--- config.mk ---
export PLATFORM = sky130hd
export DESIGN_NAME = wt_mem_req_arbiter
export DESIGN_NICKNAME = d
export VERILOG_FILES = /design/src/rtl/wt_mem_req_arbiter.sv
export SDC_FILE = /design/constraint.sdc
export NUM_CORES = 1
export LEC_CHECK = 0
export ABC_AREA = 1
export BUFFER_PORTS_ARGS = -buffer_cell sky130_fd_sc_hd__buf_2
export CAP_MARGIN = 20
export CORE_AREA = 2 2 155 157
export CTS_CLUSTER_DIAMETER = 40
export CTS_CLUSTER_SIZE = 30
export DETAILED_ROUTE_END_ITERATION = 16
export DIE_AREA = 0 0 157 159
export PLACE_DENSITY_LB_ADDON = 0.1
export SLEW_MARGIN = 20
export SYNTH_ARGS = -nofsm -noshare
export SYNTH_HDL_FRONTEND = slang
export SYNTH_SLANG_ARGS = --single-unit
--- constraint.sdc ---
create_clock -name clk_i -period 1.7 [get_ports clk_i]
set_input_delay 0.17 -clock clk_i [delete_from_list [all_inputs] [get_ports clk_i]]
set_output_delay 0.17 -clock clk_i [all_outputs]
set_load 0.02 [all_outputs]
--- src/rtl/wt_mem_req_arbiter.sv ---
// Shares one memory request channel between the write-through I$ and D$, tracks
// outstanding returns per source. Define WT_ARB_DCACHE_PRIO_EN for fixed D$ priority.
module wt_mem_req_arbiter #(
   parameter int unsigned ReqWidth       = 128,
   parameter int unsigned TidWidth       = 2,
   parameter int unsigned IcacheTid      = 0,
   parameter int unsigned MaxOutstanding = 4
) (
   input  logic                clk_i,
   input  logic                rst_ni,
   input  logic                stall_i,
   input  logic                icache_req_i,
   output logic                icache_ack_o,
   input  logic [ReqWidth-1:0] icache_data_i,
   input  logic                dcache_req_i,
   output logic                dcache_ack_o,
   input  logic [ReqWidth-1:0] dcache_data_i,
   output logic                mem_valid_o,
   input  logic                mem_ready_i,
   output logic [ReqWidth-1:0] mem_data_o,
   output logic                mem_src_o,
   input  logic                rtrn_vld_i,
   input  logic [TidWidth-1:0] rtrn_tid_i,
   output logic                icache_rtrn_vld_o,
   output logic                dcache_rtrn_vld_o,
   output logic                busy_o,
   output logic                err_o
);

   localparam int unsigned CntWidth = $clog2(MaxOutstanding + 1);
   localparam logic [CntWidth-1:0] CntMax = CntWidth'(MaxOutstanding);
   localparam logic [CntWidth-1:0] CntOne = CntWidth'(1);

   typedef enum logic {IDLE, SEND} state_e;

   state_e              state, state_next;
   logic [CntWidth-1:0] icache_cnt, dcache_cnt;
   logic                icache_elig, dcache_elig;
   logic                grant_dcache, load;
   logic                icache_inc, dcache_inc, icache_dec, dcache_dec;
   logic                rtrn_is_icache;

   // A full counter blocks its requester even if a return frees a slot this cycle.
   assign icache_elig = icache_req_i && (icache_cnt < CntMax) && !stall_i;
   assign dcache_elig = dcache_req_i && (dcache_cnt < CntMax) && !stall_i;

`ifdef WT_ARB_DCACHE_PRIO_EN
   assign grant_dcache = dcache_elig;
`else
   logic last_dcache;

   assign grant_dcache = dcache_elig && (!icache_elig || !last_dcache);

   always_ff @(posedge clk_i or negedge rst_ni) begin
      if (!rst_ni) begin
         last_dcache <= 1'b0;
      end else if (load) begin
         last_dcache <= grant_dcache;
      end
   end
`endif

   assign load = (icache_elig || dcache_elig) && ((state == IDLE) || mem_ready_i);

   always_ff @(posedge clk_i or negedge rst_ni) begin
      if (!rst_ni) begin
         state <= IDLE;
      end else begin
         state <= state_next;
      end
   end

   always_comb begin
      state_next   = state;
      icache_ack_o = 1'b0;
      dcache_ack_o = 1'b0;
      if (load) begin
         state_next   = SEND;
         icache_ack_o = !grant_dcache;
         dcache_ack_o = grant_dcache;
      end else if ((state == SEND) && mem_ready_i) begin
         state_next = IDLE;
      end
   end

   assign mem_valid_o = (state == SEND);

   always_ff @(posedge clk_i or negedge rst_ni) begin
      if (!rst_ni) begin
         mem_data_o <= '0;
         mem_src_o  <= 1'b0;
      end else if (load) begin
         mem_data_o <= grant_dcache ? dcache_data_i : icache_data_i;
         mem_src_o  <= grant_dcache;
      end
   end

   assign rtrn_is_icache    = (rtrn_tid_i == TidWidth'(IcacheTid));
   assign icache_dec        = rtrn_vld_i && rtrn_is_icache;
   assign dcache_dec        = rtrn_vld_i && !rtrn_is_icache;
   assign icache_rtrn_vld_o = icache_dec;
   assign dcache_rtrn_vld_o = dcache_dec;
   assign icache_inc        = load && !grant_dcache;
   assign dcache_inc        = load && grant_dcache;

   // A return against an empty counter is forwarded anyway but flagged permanently.
   always_ff @(posedge clk_i or negedge rst_ni) begin
      if (!rst_ni) begin
         icache_cnt <= '0;
         dcache_cnt <= '0;
         err_o      <= 1'b0;
      end else begin
         if (icache_inc && !icache_dec) begin
            icache_cnt <= icache_cnt + CntOne;
         end else if (icache_dec && !icache_inc && (icache_cnt != '0)) begin
            icache_cnt <= icache_cnt - CntOne;
         end
         if (dcache_inc && !dcache_dec) begin
            dcache_cnt <= dcache_cnt + CntOne;
         end else if (dcache_dec && !dcache_inc && (dcache_cnt != '0)) begin
            dcache_cnt <= dcache_cnt - CntOne;
         end
         if ((icache_dec && !icache_inc && (icache_cnt == '0)) ||
             (dcache_dec && !dcache_inc && (dcache_cnt == '0))) begin
            err_o <= 1'b1;
         end
      end
   end

   assign busy_o = (state == SEND) || (icache_cnt != '0) || (dcache_cnt != '0);

endmodule

# Yosys cells after proc, flatten, opt, wreduce, memory -nomap -nowiden
# Index checks and enable logic that the tools add are counted.
# classes
n_addsub	4
multipliers	0
div	0
n_lt_le_gt_ge	2
n_eq_ne	0
shift	0
mux	9
n_bitwise	1
n_reduce_logical	42
# op_table
cell	count
128-bit two-way mux	1
1-bit logical AND	19
3-bit two-way mux	4
1-bit zero test	9
3-bit by 1-bit adder with 3-bit output, second input constant	2
3-bit zero test	2
1-bit logical OR	6
3-bit less-than comparator, second input constant	2
2-bit nonzero test	3
3-bit nonzero test	2
3-bit by 1-bit subtractor with 3-bit output, second input constant	2
1-bit two-way mux	4
2-bit zero test	1
1-bit NOT	1
# word_totals
ff_bits	137
latch_bits	0
mem_bits_rw	0
mem_bits_ro	0
inputBits	265
output_inout_bits	136
mem_count	0

# Depth between registers and ports, before layout
# logic_depth
word_depth	13
ltp_mapped	12

# Least setup slack after synthesis
# No wires, ideal clock.
# synth_timing
kind	register to register
start	register mem_src_o (netlist name)
end	register dcache_cnt[2]
setup_time_ns	0.117
t_arrival_ns	1.603
t_required_ns	1.583
path_slack_ns	-0.020
path_stages_with_launch	10
n_path_buf	0
period_less_slack_ns	1.720
path_cell_list	dfrtp_1 nand4_1 nand3_1 inv_2 o21ai_2 fa_1 inv_1 nand2_1 nand3b_1 nand2_1
# synth_rtl
element	line_no	source
end signal: assignment	119	dcache_cnt <= dcache_cnt + CntOne;
end signal: assignment	121	dcache_cnt <= dcache_cnt - CntOne;
end: declaration	37	logic [CntWidth-1:0] icache_cnt, dcache_cnt;

# Worst setup path in the final report
# layout_timing
start	register icache_cnt[2]
end	output port dcache_ack_o
# layout_between
elab_chain_cells	7
# layout_rtl
element	line_no	source
start: declaration	37	
start signal: assignment	114	icache_cnt <= icache_cnt + CntOne;
start signal: assignment	116	icache_cnt <= icache_cnt - CntOne;
3-bit less-than comparator *	44	assign icache_elig = icache_req_i && (icache_cnt < CntMax) && !stall_i;
1-bit logical AND * (2 in a row)	44	
1-bit zero test	52	assign grant_dcache = dcache_elig && (!icache_elig || !last_dcache);
1-bit logical OR	52	
1-bit logical AND	52	
1-bit two-way mux *	77	if (load) begin
end: declaration	16	output logic dcache_ack_o,
# Every way passes the cells marked *; elsewhere a longest branch is shown, timed or not.

==> impl_metrics.json <==
{
  "status": "finished, violations left",
  "fin_crit_sh": 1.051,
  "relSlewSlack": 0.6992,
  "fillers": 2148,
  "hpwl_um": 16460,
  "setup_slack_ns": -0.08673,
  "ys_seq_area_frac": 0.5570,
  "clock_sinks": 137,
  "syn-num-nets": 1027,
  "max_slew.worst_pin.slew_ns": 0.4512,
  "rsz0062_at_grt": "yes",
  "diodes": 0,
  "seqPwrFrac": 0.315,
  "start_kind": "flop",
  "drcViolationCount": 0,
  "post_drt_wl_per_cell_um": 16.10,
  "p_clk_frac": 0.194,
  "syn_avg_cell_area_um2": 8.098,
  "ys_ff_latch": 137,
  "grt_first_pass_wirelength_um": 42280,
  "clock-root-buffer": "clkbuf_16",
  "numCtsBuffers": 17,
  "firstDrtPassIters": 6,
  "yosysWarnings": 0,
  "hp-class": "in -> reg",
  "via_count": 7876,
  "gp_congestion": 0.8216,
  "powerDensity_nw_per_um2": 1506,
  "place_area_um2": 8567,
  "max_freq_ghz": 0.5597,
  "totalWireLength_um": 28550,
  "worstPathRequired_ns": 1.53,
  "clk_pin_slew_ns": 0.06,
  "io_pins": 401,
  "path_class": "reg -> out",
  "power_frac_comb": 0.491,
  "utilization": 0.5269,
  "synthDistinctLibCells": 20,
  "io_buffers": 400,
  "finalHoldViolCount": 0,
  "die_w_um": 157,
  "htree_levels": 4,
  "final_cell_area_um2": 12220,
  "fin_nets": 1708,
  "p_sw_uw": 7878,
  "tns_ns": -0.2508,
  "ir_worst_vdd_uv": 643.3,
  "grt_max_degree": 76,
  "ant_nets": 0,
  "grt_pass1_vias": 8327,
  "grt-ovfl-total": 0,
  "crit_fanout": 3,
  "drv_slew": 0,
  "post_route_cells_drive_above_1_share": 0.3425,
  "syn_area_um2": 6155,
  "swShare": 0.4282,
  "fin_skew_ns": 0.009626,
  "avgViaCountPerCell": 4.442,
  "violations": "setup timing",
  "drt_iter0_markers": 549,
  "fp.dieArea_um2": 24960,
  "leakage_uw": 0.006270,
  "crit_path_end_kind": "output port",
  "maxCapViolCount": 0,
  "clk_path_buf_depth": 2,
  "arrival_ns": 1.62,
  "synth_top_area_frac": 0.5570,
  "period_minus_slack_ns": 1.787,
  "setup_viol": 9,
  "synth_area_leader_cell": "dfrtp_1",
  "synthTopCellsByArea": "dfrtp_1, nand2_1, nand3_1",
  "totalPowerFinal_uw": 18400,
  "die_h_um": 159,
  "start_util": 0.2654,
  "syn-instance-count": 760,
  "antenna_found_initial": 0,
  "intPower_uw": 10520,
  "worstSkewPairLatency_ns": 0.42,
  "tritoncts": "built",
  "syn_to_final_growth_pct": 98.56,
  "coreArea_um2": 23190,
  "grt_use_total": 0.2162,
  "rows": 56
}
==> worst max-delay path, cell delays in order, from the launching register on <==
cell and delay, ns:
dfrtp_1 0.38, inv_2 0.07, nand4_1 0.19, nand3_2 0.16
inv_4 0.04, buf_6 0.11, buf_12 0.12, buf_8 0.12
==> layout make-up <==
cell class / count / area, um^2 / area share
clock buffers: 19 / 432.9 / 0.03543
clock inverters: 13 / 121.4 / 0.009931
inverters: 15 / 58.81 / 0.004812
multi-input cells: 566 / 2419 / 0.1979
flip-flops and latches: 137 / 3431 / 0.2807
well taps: 319 / 399.1 / 0.03266
repair buffers: 704 / 5359 / 0.4385
==> flip-flops by register name (all words and copies together), names as in the netlist <==
register     cells
mem_valid_o      1
err_o            1
mem_data_o     128
dcache_cnt       3
icache_cnt       3
mem_src_o        1
==> power by group through the flow <==
| stage | Combinational (uW) | Clock, uW | Sequential (uW) |
|---|---|---|---|
| floorplan | 2740 | 0 | 7750 |
| global placement | 7730 | 0 | 5800 |
| detailed placement | 7750 | 0 | 5770 |
| CTS | 8680 | 3670 | 5770 |
| global route | 9820 | 3830 | 5990 |
| finish | 9030 | 3580 | 5790 |
==> per-stage QoR <==
stage          hold WS, ns  cells  worst slack, ns
5_1_grt            0.02067   1773          -0.1760
3_3_place_gp        0.1398   1460         -0.01043
2_1_floorplan      -0.1256    760         0.003802
6_report           0.01827   1773         -0.08673
3_5_place_dp        0.1436   1460         -0.03945
4_1_cts          0.0003893   1760          -0.1232
==> kinds of logic (layout without fill, tap and decap cells) <==
logic type | count (synthesis) | count (layout) | share of synthesized area
compound gates | 4 | 4 | 0.005692
xor+xnor | 1 | 1 | 0.001423
fa+ha+maj | 2 | 2 | 0.006506
buf+inv | 57 | 751 | 0.05834
flops | 137 | 137 | 0.5570
simple gates | 559 | 559 | 0.3710
==> cell usage after synthesis (all sizes together) <==
cell    instances
a21oi           2
buf            39
clkbuf          3
dfrtp         137
fa              2
inv            15
nand2         413
nand3         136
nand3b          2
nand4           1
nor2            5
nor3            2
o21ai           2
xor2            1
==> layout by cell type, fill, tap and decap left out <==
cell / synthesis / final
clkbuf_16: 0 / 23
buf_8: 0 / 2
inv_4: 0 / 1
clkbuf_1: 3 / 2
nand3_2: 0 / 3
inv_1: 12 / 10
xor2_1: 1 / 1
o21ai_1: 0 / 1
clkinv_4: 0 / 1
bufinv_16: 0 / 1
nand2_1: 412 / 410
inv_2: 3 / 4
buf_4: 6 / 21
o21ai_4: 0 / 1
a21oi_4: 1 / 1
nor3_4: 0 / 1
fa_2: 0 / 2
clkinvlp_4: 0 / 5
nand3_1: 136 / 133
buf_16: 0 / 9
buf_12: 0 / 8
nor2_1: 5 / 4
a21oi_1: 1 / 1
inv_6: 0 / 4
clkinv_2: 0 / 2
dfrtp_2: 0 / 2
nor2_2: 0 / 1
dlygate4sd3_1: 0 / 255
dfrtp_1: 137 / 135
nand2_2: 1 / 2
nor3_1: 2 / 1
nand2_4: 0 / 1
nand4_1: 1 / 1
buf_6: 13 / 7
nand3b_1: 2 / 2
buf_2: 20 / 396
==> routing by layer <==
metal	track usage	share of wire	up-vias
li1	-	-	3764
met1	0.2300	0.39	3680
met2	0.3906	0.51	351
met3	0.05689	0.067	81
met4	0.1076	0.041	0
met5	0	0	-
==> path summary, 6_finish.rpt <==
path | from | endpoint | slack [ns] | cells after the start
min reg2reg | err_o$_DFFE_PN0P_ | err_o$_DFFE_PN0P_ | 0.47 | 1
min in group asynchronous | rst_ni | mem_data_o[60]$_DFFE_PN0N_ | 0.25 | 2
max in group asynchronous | rst_ni | mem_data_o[115]$_DFFE_PN0N_ | 0.88 | 3
max | icache_cnt[2]$_DFFE_PN0P_ | dcache_ack_o | -0.09 | 7
min | dcache_data_i[84] | mem_data_o[84]$_DFFE_PN0N_ | 0.02 | 3
max reg2reg | icache_cnt[2]$_DFFE_PN0P_ | dcache_cnt[1]$_DFFE_PN0P_ | -0.04 | 9
==> timing repair <==
item / 4_1_cts / 5_1_grt
pin swaps: 7 / 6
gates resized for setup: 28 / 14
hold buffers: 255 / 0
buffers inserted: 9 / 4
cloned: 4 / 9
setup endpoints to repair: 102 / 135
endpoints found under the hold margin: 166 / 0
No activity file was read; power rests on OpenSTA's default activity.
